### src/rtl/usb_tx_pkg.sv
// Shared definitions for the USB transmit path: controller states, CRC mode
// encodings and CRC lengths.
package usb_tx_pkg;

    typedef enum logic [2:0] {
        ST_IDLE  = 3'd0,
        ST_CLEAR = 3'd1,
        ST_SYNC  = 3'd2,
        ST_DATA  = 3'd3,
        ST_CRC   = 3'd4,
        ST_GAP   = 3'd5
    } tx_state_e;

    localparam logic [1:0] CRC_NONE   = 2'b00;
    localparam logic [1:0] CRC_MODE5  = 2'b01;
    localparam logic [1:0] CRC_MODE16 = 2'b10;

    localparam int CRC5_LEN  = 5;
    localparam int CRC16_LEN = 16;

    // Index of the final CRC shift cycle for a mode that carries a CRC.
    function automatic logic [4:0] crc_last_idx(input logic [1:0] mode);
        return (mode == CRC_MODE16) ? 5'(CRC16_LEN - 1) : 5'(CRC5_LEN - 1);
    endfunction

endpackage

### src/rtl/tx_bit_serializer.sv
// Byte-wide LSB-first serializer with a 3-bit position counter; the shift
// freezes while halt is high, and a load always takes priority.
module tx_bit_serializer (
    input  logic       gclk,
    input  logic       reset_l,
    input  logic       load,
    input  logic [7:0] load_byte,
    input  logic       shift_en,
    input  logic       halt,
    output logic       bit_out,
    output logic       last_bit
);

    logic [7:0] shreg;
    logic [2:0] bit_cnt;

    always_ff @(posedge gclk or negedge reset_l) begin
        if (!reset_l) begin
            shreg   <= '0;
            bit_cnt <= '0;
        end else if (load) begin
            shreg   <= load_byte;
            bit_cnt <= '0;
        end else if (shift_en && !halt) begin
            shreg   <= {1'b0, shreg[7:1]};
            bit_cnt <= bit_cnt + 3'd1;
        end
    end

    assign bit_out  = shreg[0];
    assign last_bit = (bit_cnt == 3'd7);

endmodule

### src/rtl/tx_stuff_ctrl.sv
// Transmit controller feeding the bit stuffer: clear, SYNC, payload bytes,
// optional CRC hand-off and an end-of-packet gap.
module tx_stuff_ctrl
    import usb_tx_pkg::*;
#(
    parameter logic [7:0] SYNC_BYTE = 8'h80,
    parameter int         EOP_GAP   = 3
) (
    input  logic       gclk,
    input  logic       reset_l,
    input  logic       tx_start,
    input  logic [1:0] pkt_crc,
    input  logic [7:0] tx_byte,
    input  logic       tx_valid,
    input  logic       tx_last,
    output logic       tx_ready,
    input  logic       halt_tx_shift,
    output logic       start_bit_stuff,
    output logic       stuff_din,
    output logic       shift_tx_crc5,
    output logic       shift_tx_crc16,
    output logic       cs1_l,
    output logic       tx_busy,
    output logic       tx_done,
    output logic       tx_err,
    output logic [2:0] dbg_state
);

    localparam logic [4:0] GAP_LAST = 5'(EOP_GAP - 1);

    tx_state_e  state;
    tx_state_e  state_nxt;
    logic [1:0] crc_mode;
    logic       last_byte;
    logic [4:0] cnt;
    logic       err_pulse;
    logic       ser_bit;
    logic       ser_last;
    logic       shifting;
    logic       crc_on;
    logic       accept;
    logic       underrun;

    assign shifting = (state == ST_SYNC) || (state == ST_DATA);
    assign crc_on   = (crc_mode == CRC_MODE5) || (crc_mode == CRC_MODE16);

    // Byte handshake: a byte moves when tx_ready && tx_valid in the same cycle.
    // tx_ready is offered only on the final bit of SYNC or of a non-last byte,
    // and never while halted; tx_valid low at that moment is an underrun.
    assign tx_ready = !halt_tx_shift && ser_last &&
                      ((state == ST_SYNC) || (state == ST_DATA && !last_byte));
    assign accept   = tx_ready && tx_valid;
    assign underrun = tx_ready && !tx_valid;

    tx_bit_serializer u_ser (
        .gclk      (gclk),
        .reset_l   (reset_l),
        .load      ((state == ST_CLEAR) || accept),
        .load_byte ((state == ST_CLEAR) ? SYNC_BYTE : tx_byte),
        .shift_en  (shifting),
        .halt      (halt_tx_shift),
        .bit_out   (ser_bit),
        .last_bit  (ser_last)
    );

    always_comb begin
        state_nxt = state;
        case (state)
            ST_IDLE:  if (tx_start) state_nxt = ST_CLEAR;
            ST_CLEAR: state_nxt = ST_SYNC;
            ST_SYNC:  if (tx_ready) state_nxt = tx_valid ? ST_DATA : ST_IDLE;
            ST_DATA: begin
                if (tx_ready)
                    state_nxt = tx_valid ? ST_DATA : ST_IDLE;
                else if (!halt_tx_shift && ser_last && last_byte)
                    state_nxt = crc_on ? ST_CRC : ST_GAP;
            end
            ST_CRC:   if (!halt_tx_shift && cnt == crc_last_idx(crc_mode)) state_nxt = ST_GAP;
            ST_GAP:   if (cnt == GAP_LAST) state_nxt = ST_IDLE;
            default:  state_nxt = ST_IDLE;
        endcase
    end

    always_ff @(posedge gclk or negedge reset_l) begin
        if (!reset_l) begin
            state     <= ST_IDLE;
            crc_mode  <= CRC_NONE;
            last_byte <= 1'b0;
            err_pulse <= 1'b0;
        end else begin
            state     <= state_nxt;
            err_pulse <= underrun;
            if (state == ST_IDLE && tx_start) crc_mode <= pkt_crc;
            if (state == ST_CLEAR) last_byte <= 1'b0;
            else if (accept)       last_byte <= tx_last;
        end
    end

    // One counter serves both CRC length and gap length; it restarts on every state change.
    always_ff @(posedge gclk or negedge reset_l) begin
        if (!reset_l)
            cnt <= '0;
        else if (state_nxt != state)
            cnt <= '0;
        else if ((state == ST_CRC && !halt_tx_shift) || state == ST_GAP)
            cnt <= cnt + 5'd1;
    end

    always_ff @(posedge gclk or negedge reset_l) begin
        if (!reset_l)
            stuff_din <= 1'b0;
        else if (!halt_tx_shift)
            stuff_din <= shifting && ser_bit;
    end

    assign start_bit_stuff = shifting || (state == ST_CRC);
    assign shift_tx_crc5   = (state == ST_CRC) && !halt_tx_shift && (crc_mode == CRC_MODE5);
    assign shift_tx_crc16  = (state == ST_CRC) && !halt_tx_shift && (crc_mode == CRC_MODE16);
    assign cs1_l           = !((state == ST_CLEAR) || err_pulse);
    assign tx_busy         = (state != ST_IDLE);
    assign tx_done         = (state == ST_GAP) && (cnt == GAP_LAST);
    assign tx_err          = err_pulse;
    assign dbg_state       = state;

endmodule
### config.mk
export PLATFORM = sky130hd
export DESIGN_NAME = tx_stuff_ctrl
export DESIGN_NICKNAME = d
export VERILOG_FILES = /design/src/rtl/usb_tx_pkg.sv /design/src/rtl/tx_bit_serializer.sv /design/src/rtl/tx_stuff_ctrl.sv
export SDC_FILE = /design/constraint.sdc
export NUM_CORES = 1
export LEC_CHECK = 0
export ABC_AREA = 1
export CAP_MARGIN = 40
export CORE_MARGIN = 2
export CORE_UTILIZATION = 45
export CTS_CLUSTER_DIAMETER = 150
export DETAILED_ROUTE_END_ITERATION = 7
export PLACE_DENSITY = 0.71
export SYNTH_ARGS = -nofsm -noshare
export SYNTH_HDL_FRONTEND = slang
export SYNTH_SLANG_ARGS = --single-unit
### constraint.sdc
create_clock -name gclk -period 1.85 [get_ports gclk]
set_input_delay 0.2775 -clock gclk [delete_from_list [all_inputs] [get_ports gclk]]
set_output_delay 0.2775 -clock gclk [all_outputs]
set_load 0.05 [all_outputs]
# Word-level counts from Yosys, hierarchy flattened
# Index checks and enable logic that the tools add are counted.
# W data, S select, Z words.
# word_totals
out_inout_bits	12
regBits	24
# classes
addsub	2
n_reduce_logical	30
n_mux	19
n_eq_ne	11
# op_table
operator	n
$mux W3	8
$mux W8	3
$pmux W3 S6	1
$logic_and A1 B1 Y1	14
$mux W5	2
$eq A3 B3 Y1 const B	3
$logic_or A1 B1 Y1	7
$eq A3 B2 Y1 const B	2
$reduce_bool A2 Y1	3
$add A5 B1 Y5 const B	1
$eq A5 B2 Y1 const B	1
$eq A5 B4 Y1	1
$logic_not A1 Y1	4
$mux W4	1
$add A3 B1 Y3 const B	1
$eq A3 B1 Y1 const B	1
$logic_not A3 Y1	1
$mux W1	3
$ne A3 B3 Y1	1
$reduce_bool A3 Y1	1
$eq A2 B1 Y1 const B	1
$eq A2 B2 Y1 const B	1
$mux W2	1

# Logic depth before layout (Yosys ltp)
# logic_depth
depth_word	8
mapped_depth	13

# Hierarchy
# A second synthesis with hierarchy kept.
# hier_totals
hier_cells	212
hier_area_um2	1582.8
# by_module_without_submodules
module	instances	area_per_inst_um2	cells_per_inst
tx_stuff_ctrl	1	948.4	135
tx_bit_serializer	1	634.4	77

# Least setup slack after synthesis
# No wires, ideal clock.
# synth_timing
path_kind	reg2out
start	register state[0], in the netlist dbg_state[0]
end	output shift_tx_crc16
stages_incl_launch_ff	4
path_slack_ps	-118
required_time_ps	1572
path_buffers	0
arrival_ps	1691
path_cell_list	dfrtp_1 -> nor2_2 -> nand3_1 -> nor2_1
# synth_via
elab_chain_len	3
# synth_lines
item	line_no	source
start: declaration	tx_stuff_ctrl.sv:31	tx_state_e state;
start signal: assignment	tx_stuff_ctrl.sv:91	state <= state_nxt;
$eq A3 B3 Y1	tx_stuff_ctrl.sv:118	assign shift_tx_crc16 = (state == ST_CRC) && !halt_tx_shift && (crc_mode == CRC_MODE16);
$logic_and A1 B1 Y1 (2 in a row)	tx_stuff_ctrl.sv:118	
end: declaration	tx_stuff_ctrl.sv:21	output logic shift_tx_crc16,
# Every way passes these cells.

# Worst setup path in the final report
# layout_timing
start	register err_pulse, in the netlist tx_err
end	output tx_err
# layout_rtl
item	line_no	source
start: declaration	tx_stuff_ctrl.sv:36	logic err_pulse;
start signal: assignment	tx_stuff_ctrl.sv:92	err_pulse <= underrun;
end: declaration	tx_stuff_ctrl.sv:25	output logic tx_err,
# No word-level cell between the ends.

==> results_dict.tcl <==
set metrics [dict create \
    overflow 0 \
    yosysSeqAreaShare_pct 42.67 \
    synth.mux.area_fraction_pct 0.7111 \
    cp_top_family "buffers and inverters" \
    ys_seq_elements 24 \
    routedWlPerCell_um 12.13 \
    synth.avg_cell_area_um2 8.184 \
    drt_wl_total_um 2985 \
    crit_arrival_ns 1.49 \
    drtIter0Drc 53 \
    yosys.area_share.simple_pct 31.02 \
    clockBufferDepth 2 \
    powerDensity_nw_per_um2 1231 \
    synth_ff_type "dfrtp_1" \
    multi_input_area_um2 718.2 \
    layout.nets 236 \
    syn_to_final_growth_pct 37.16 \
    cts_max_level 1 \
    num_rows 20 \
    start_util_pct 46.87 \
    n_fill_cell 258 \
    synth.distinct_cells 25 \
    synthAdderAreaFrac_pct 5.333 \
    cap_viol_max_count 0 \
    finalWorstSetupSlack_ns 0.08087 \
    drc_errors 0 \
    tightest_slew_ns 0.4994 \
    grt_max_degree 25 \
    yosysTopAreaCellShare_pct 42.67 \
    worst-path-buf-inv 1 \
    synth_area_leader_cell "dfrtp_1" \
    slowest_stage "clkdlybuf4s50_1" \
    max_stage_delay_ns 0.81 \
    ant_nets 0 \
    hpwl_um 2276 \
    synth_area_leaders "dfrtp_1 (43%), nand2_1 (9.1%), inv_1 (7.5%)" \
    drive_gt1_share_pct 29.11 \
    max_freq_mhz 565.2 \
    diodes 0 \
    whs_ns 0.3000 \
    pin_count 28 \
    setup_viol 0 \
    p_int_mw 1.352 \
    grt_pass1_wl_um 4981 \
    numCtsBuffers 3 \
    clock_latency_ns 0.31 \
    io_buffers 27 \
    p_sw_mw 1.025 \
    pwr-share-comb_pct 50.6 \
    status "completed" \
    pwr-share-seq_pct 33.5 \
    place_area_um2 1804 \
    syn_inst 172 \
    peakVddDrop_v 0.0006171 \
    grt_pass1_vias 1188 \
    gp_congestion 0.9155 \
    die_w_um 59.93 \
    syn_nets 194 \
    syn-cell-area_um2 1408 \
    cts_tree "built" \
    skew_ns 0.0009412 \
    swShare_pct 43.14 \
    slew_viol_final 0 \
    synth_commonest_cells "nand2_1 (34), inv_1 (28), dfrtp_1 (24)" \
    power.share.clock_pct 15.9 \
    max_slew_margin_pct 66.60 \
    rrSetupSlack_ns 0.18 \
    finalHoldViolCount 0 \
    dieArea_um2 3592 \
    worstPathMaxFanout 2 \
    grtUsageTotal_pct 18.14 \
    viasPerCell 5.134 \
    required_ns 1.57 \
    start_kind "flip-flop" \
    fp.dieH_um 59.93 \
    final_cell_area_um2 1931 \
    core_area_um2 3003 \
    yosysMostFrequentCell "nand2_1" \
    synth_compound_area_share_pct 9.956 \
    pre_cts_slack_ns 0.08635 \
    regArea_um2 604.3 \
    clock_sinks 24 \
    hp-class "in2async" \
    post-route-min-period_ns 1.769 \
    cts.clk_slew.worst_paths_ns 0.13 \
    synth_top_family_by_area "simple AND/OR/NAND/NOR gates" \
    synth_xor_area_share_pct 1.867 \
    fin_crit_sh_pct 95.63 \
    root_buffer "clkbuf_4" \
    endpoint_kind "output pin" \
    crit_type "reg2out" \
    yosysWarnings 0 \
    vias 1263 \
    synth_edf_count 0 \
    first_pass_iters 4 \
    p_leak_nw 0.9674 \
    power_mw 2.377 \
    antenna_found_initial 0 \
    path_cells "clkdlybuf4s50_1" \
    ctsHoldBuffers 0 \
    async_flop_share_pct 100.0 \
]
through the flow:
| stage | TNS, ns | std cells | util [%] |
|---|---|---|---|
| 3_5_place_dp | 0 | 236 | 60.08 |
| 4_1_cts | -0.01859 | 240 | 61.88 |
| 6_report | 0 | 246 | 64.29 |
| 3_3_place_gp | 0 | 236 | 60.08 |
| 2_1_floorplan | -0.2047 | 172 | - |
| 5_1_grt | -0.006164 | 246 | 64.29 |
final timing paths:
check                               startpoint             end  cells after the start
worst max-delay path                    tx_err          tx_err                      1
worst min-delay path                   reset_l     crc_mode[0]                      2
worst max register to register          cnt[0]          cnt[3]                     11
worst min register to register  u_ser.shreg[4]  u_ser.shreg[4]                      2
max in group asynchronous              reset_l    dbg_state[2]                      2
min in group gclk                   tx_byte[6]  u_ser.shreg[6]                      3
layout by cell type, fill, tap and decap left out, types with 2 or more instances in the layout:
cell / n
nand2_1: 34
inv_1: 23
dfrtp_1: 21
clkdlybuf4s50_1: 17
buf_4: 14
nor2_1: 11
nor2_2: 9
nand3_1: 8
o21ai_0: 8
inv_2: 7
a21oi_1: 6
buf_12: 6
nand3_2: 5
ha_1: 5
nand2_2: 4
nand4_1: 4
o2bb2ai_1: 4
nor2_4: 3
nand2_4: 3
xor2_1: 3
clkbuf_4: 3
dfrtp_2: 3
a31oi_1: 2
a22o_1: 2
layout make-up:
cell class	count	area share [%]
clock buffers	3	1.167
clock inverters	1	1.555
inverters	31	6.157
multi-input cells	117	37.20
flip-flops and latches	24	31.30
well taps	33	2.139
repair buffers	37	20.48
power by group through the flow:
stage | registers, mW | clock network, mW | logic, mW
finish | 0.797 | 0.378 | 1.20
global route | 0.820 | 0.411 | 1.35
CTS | 0.792 | 0.386 | 1.17
detailed placement | 0.801 | 0 | 1.16
global placement | 0.791 | 0 | 1.14
floorplan | 0.864 | 0 | 0.718
worst reg2reg max path: stages, from the launching register on:
cell	delay, ns
dfrtp_1	0.44
inv_2	0.10
ha_1	0.15
nand4_1	0.13
buf_4	0.17
nand2_1	0.09
nand2_1	0.06
nor2_1	0.12
nand2_1	0.09
nand2_1	0.11
nand2_4	0.09
nor2_2	0.08
logic make-up (layout without fill, tap and decap cells):
| family | count (synthesis) | count (layout) |
|---|---|---|
| AOI/OAI and AO/OA | 23 | 23 |
| xor gates and xnor gates | 3 | 3 |
| adders and majority gates | 6 | 6 |
| buffers and inverters | 31 | 72 |
| DFF | 24 | 24 |
| muxes | 1 | 1 |
| and+or+nand+nor | 84 | 84 |
flip-flops by register name, summed over array words and instances (netlist names):
name and flops:
stuff_din 1, u_ser.bit_cnt 3, last_byte 1, u_ser.shreg 8
dbg_state 3, tx_err 1, crc_mode 2, cnt 5
routing by layer:
metal | GRT usage, % | wire length (um) | share of wire (%)
met5 | 0 | 0 | 0
met4 | 7.619 | 53 | 1.8
met3 | 2.381 | 147 | 4.9
met2 | 32.30 | 1540 | 52
met1 | 21.73 | 1243 | 42
timing repair:
action | CTS | global route
hold endpoints to repair | 0 | 0
gates cloned | 0 | 0
pin swaps | 0 | 3
gates resized for setup | 3 | 10
setup endpoints to repair | 3 | 5
setup buffers | 0 | 6
Note: power is estimated with default switching activity, not from simulation.
==> edit 1 (same settings) <==
Make the reset (`reset_l`) synchronous in 4 clocked blocks.
--- a/src/rtl/tx_bit_serializer.sv
+++ b/src/rtl/tx_bit_serializer.sv
@@ -14,7 +14,7 @@
     logic [7:0] shreg;
     logic [2:0] bit_cnt;
 
-    always_ff @(posedge gclk or negedge reset_l) begin
+    always_ff @(posedge gclk) begin
         if (!reset_l) begin
             shreg   <= '0;
             bit_cnt <= '0;
--- a/src/rtl/tx_stuff_ctrl.sv
+++ b/src/rtl/tx_stuff_ctrl.sv
@@ -81,7 +81,7 @@
         endcase
     end
 
-    always_ff @(posedge gclk or negedge reset_l) begin
+    always_ff @(posedge gclk) begin
         if (!reset_l) begin
             state     <= ST_IDLE;
             crc_mode  <= CRC_NONE;
@@ -97,7 +97,7 @@
     end
 
     // One counter serves both CRC length and gap length; it restarts on every state change.
-    always_ff @(posedge gclk or negedge reset_l) begin
+    always_ff @(posedge gclk) begin
         if (!reset_l)
             cnt <= '0;
         else if (state_nxt != state)
@@ -106,7 +106,7 @@
             cnt <= cnt + 5'd1;
     end
 
-    always_ff @(posedge gclk or negedge reset_l) begin
+    always_ff @(posedge gclk) begin
         if (!reset_l)
             stuff_din <= 1'b0;
         else if (!halt_tx_shift)
Behaviour: differs if reset_l is asserted again (counterexample within 4 cycles, from zero or initial values and one cycle with reset_l low); with reset_l held inactive, the same outputs for 10 cycles.
==> edit 1 against the original RTL <==
First-iteration DRC count decreased by 15%. Worst setup slack better by 0.027 ns. Critical endpoint is now tx_ready. Routed wire length fell by 0.70%. Synthesized area down 7.4%. Global-route usage increased by 1.2 points. Design area is 6.7% lower. Sequential cell count stayed put.
Power is not compared: it rests on default switching activity, and its combinational part moved more than twofold at a synthesized area within 25%.
==> edit 1: results (changes against the original RTL) <==
| Metric | Value |
|---|---|
| Outcome | complete, no violations (unchanged) |
| First-pass GRT wire length | 5.12 mm (was 4.98 mm) |
| Biggest regs | u_ser.shreg (8), cnt (5) (unchanged) |
| DP Area | 1690 um2 (was 1800 um2) |
| Post-synthesis compound-gate area fraction | 13.8% (was 9.96%) |
| Worst-Margin Slew | 0.497 ns (was 0.499 ns) |
| Met3 WL post-DR | 80 um (was 147 um) |
| Ratio of cells with drive above 1 in the final layout | 22.7% (was 29.1%) |
| Nets@finish | 243 (was 236) |
| Mapped Nets | 205 (was 194) |
| GRT Total Usage | 19.4% (was 18.1%) |
| Post-CTS Resized | 1 (was 3) |
| Vias per inst | 5.06 (was 5.13) |
| Hold crit path type | flop to flop (was input port to asynchronous set/reset pin) |
| Avg WL per Cell | 11.8 um (was 12.1 um) |
| Ys async rst share | 0% (was 100%) |
| Number of fill cells | 254 (was 258) |
| Post-Synth XOR/XNOR Area | 3.36% (was 1.87%) |
| Largest net degree at the start of global routing | 15 (was 25) |
| R2r setup slk | 0.16 ns (was 0.18 ns) |
| Critical path startpoint | u_ser.bit_cnt[1] (was tx_err) |
| M1 GR Usage | 21.4% (was 21.7%) |
| Synth area leaders | dfxtp_1 (37%), nand2_1 (10%), inv_1 (8.1%), a21oi_1 (6.1%), ha_1 (5.8%) (was dfrtp_1 (43%), nand2_1 (9.1%), inv_1 (7.5%), ha_1 (5.3%), nor2_1 (3.7%)) |
| Setup Skew | 0.00148 ns (was 0.000941 ns) |
| DRT iter0 DRCs | 45 (was 53) |
| Vias in the first global route | 1231 (was 1188) |
| Met2 wire length | 1.62 mm (was 1.54 mm) |
| Met3 Use GR | 2.01% (was 2.38%) |
| Routability Congestion | 0.899 (was 0.916) |
| RR Startpoint | u_ser.bit_cnt[0] (was cnt[0]) |
| Post-CTS Setup Bufs | 1 (was 0) |
| Post-synth top cells | nand2_1 (36), inv_1 (28), dfxtp_1 (24) (was nand2_1 (34), inv_1 (28), dfrtp_1 (24)) |
| Register-to-Register Path Depth | 12 (was 11) |
| Root buffer cell | clkbuf_4 (unchanged) |
| Post-synthesis adder-cell area fraction | 5.76% (was 5.33%) |
| Routed met1 length | 1.21 mm (was 1.24 mm) |
| Ys flop type | dfxtp_1 (was dfrtp_1) |
| Mux cell area share after synthesis | 0.768% (was 0.711%) |
| Crit path DAT | 1.46 ns (was 1.49 ns) |
| Post-DP HPWL | 2.35 mm (was 2.28 mm) |
| Reg2reg end | cnt[1] (was cnt[3]) |
| Routing usage on met2 | 38.3% (was 32.3%) |
| Seq/Total Area, Yosys | 36.9% (was 42.7%) |
| Worst setup path endpoint | tx_ready (was tx_err) |
[edit 1: worst max-delay path: stages, from the launching register on]
cell	delay, ns
dfxtp_2	0.36
ha_2	0.18
ha_4	0.14
nand2_2	0.07
nor2_4	0.14
nand2_4	0.07
inv_2	0.07
buf_12	0.13
[edit 1: per-stage QoR]
stage               setup WS, ns  std cells  hold WS (ns)
floorplan                -0.0501        183         0.419
global placement           0.109        244         0.445
detailed placement        0.0668        244         0.451
CTS                      0.00532        249         0.469
global route             0.00733        251         0.487
finish                     0.108        251         0.465
[edit 1: area by class of cell]
type,instances,area [um2],share of cell area [%]
clock inverters,1,30.0,1.67
repair buffers,35,385,21.4
multi-input cells,126,722,40.1
well taps,31,38.8,2.15
flip-flops and latches,24,487,27.0
clock buffers,3,22.5,1.25
inverters,31,116,6.46
[edit 1: power by group through the flow]
stage	clock network, uW	logic (uW)	registers, uW
after floorplan	0	128	583
after global placement	0	233	572
after detailed placement	0	237	574
after CTS	386	237	563
after global routing	406	263	567
final	375	240	563
==> edit 2 (same flow settings) <==
Made on the original files. The package constant `CRC16_LEN` goes from 16 to 8.
--- a/src/rtl/usb_tx_pkg.sv
+++ b/src/rtl/usb_tx_pkg.sv
@@ -16,7 +16,7 @@
     localparam logic [1:0] CRC_MODE16 = 2'b10;
 
     localparam int CRC5_LEN  = 5;
-    localparam int CRC16_LEN = 16;
+    localparam int CRC16_LEN = 8;
 
     // Index of the final CRC shift cycle for a mode that carries a CRC.
     function automatic logic [4:0] crc_last_idx(input logic [1:0] mode);
Formal check against the unedited RTL: no difference found for any inputs over 10 cycles, from zero or initial values and one cycle with reset_l low; that may be too few to reach the edited logic, so the function may still have changed.
==> edit 2 against the original RTL <==
Synthesized area grew 1.2%. Design area grew 1.7%. Worst setup slack lost 0.0062 ns. Core utilization grew 0.58 points. Clock power grew 2%. Routed wire length grew 7.5%. Largest cell class unchanged. Sequential cell count is the same. Power grew 3.1%. Final cell count grew 8.9%.
==> edit 2: results (changes against the original RTL) <==
| Metric | Value |
|---|---|
| Outcome | complete, no violations (unchanged) |
| Final total power | 2450 uW (was 2380 uW) |
| Fin crit period | 1.78 ns (was 1.77 ns) |
| Avg WL per Cell | 12.0 um (was 12.1 um) |
| Pre-CTS setup slack | 0.0495 ns (was 0.0864 ns) |
| Routing usage on met2 | 37.7% (was 32.3%) |
| Synth unique cells | 27 (was 25) |
| First-pass GRT wire length | 5.47 mm (was 4.98 mm) |
| Setup Skew | 0.00626 ns (was 0.000941 ns) |
| Met3 WL post-DR | 108 um (was 147 um) |
| Seq/Total Area, Yosys | 42.2% (was 42.7%) |
| R2r setup slk | 0.13 ns (was 0.18 ns) |
| Vias in the first global route | 1321 (was 1188) |
| GRT Total Usage | 19.9% (was 18.1%) |
| Hold_ws | 0.299 ns (was 0.300 ns) |
| P_sw | 1050 uW (was 1030 uW) |
| Vias per inst | 4.82 (was 5.13) |
| Synth area leaders | dfrtp_1 (42%), nand2_1 (10%), nor2_1 (5.8%), ha_1 (5.3%), inv_1 (5.3%) (was dfrtp_1 (43%), nand2_1 (9.1%), inv_1 (7.5%), ha_1 (5.3%), nor2_1 (3.7%)) |
| Number of fill cells | 260 (was 258) |
| Ratio of cells with drive above 1 in the final layout | 30.4% (was 29.1%) |
| Slowest-stage cell, CP | dfrtp_2 (was clkdlybuf4s50_1) |
| Reg2reg end | cnt[4] (was cnt[3]) |
| M1 GR Usage | 22.6% (was 21.7%) |
| Mean Syn Cell Area | 7.78 um2 (was 8.18 um2) |
| RR Startpoint | u_ser.bit_cnt[0] (was cnt[0]) |
-- edit 2: cell count changes after synthesis, sizes merged, moves of 2 or more --
cell | before | now
nand2 | 41 | 44
o21ai | 9 | 16
nand3 | 13 | 8
nand4 | 4 | 2
buf | 0 | 2
nor2 | 24 | 29
nor3 | 1 | 4
o2bb2ai | 4 | 0
-- edit 2: cell families (layout without fill, tap and decap cells) --
group / Yosys count / count (layout) / share of synthesized area, %
adders and majority gates: 6 / 6 / 5.27
buffers and inverters: 35 / 76 / 10.0
DFF: 24 / 24 / 42.2
AOI/OAI and AO/OA: 27 / 27 / 10.5
xor gates and xnor gates: 3 / 3 / 1.85
and+or+nand+nor: 88 / 88 / 30.2
-- edit 2: final cells by class --
| cell class | instances | share of cell area [%] |
|---|---|---|
| clock buffer | 3 | 1.15 |
| multi-input combinational | 124 | 36.4 |
| tap | 44 | 2.80 |
| clock inverter | 1 | 1.53 |
| sequential | 24 | 30.8 |
| timing repair buffer | 40 | 21.3 |
| inverter | 32 | 6.11 |
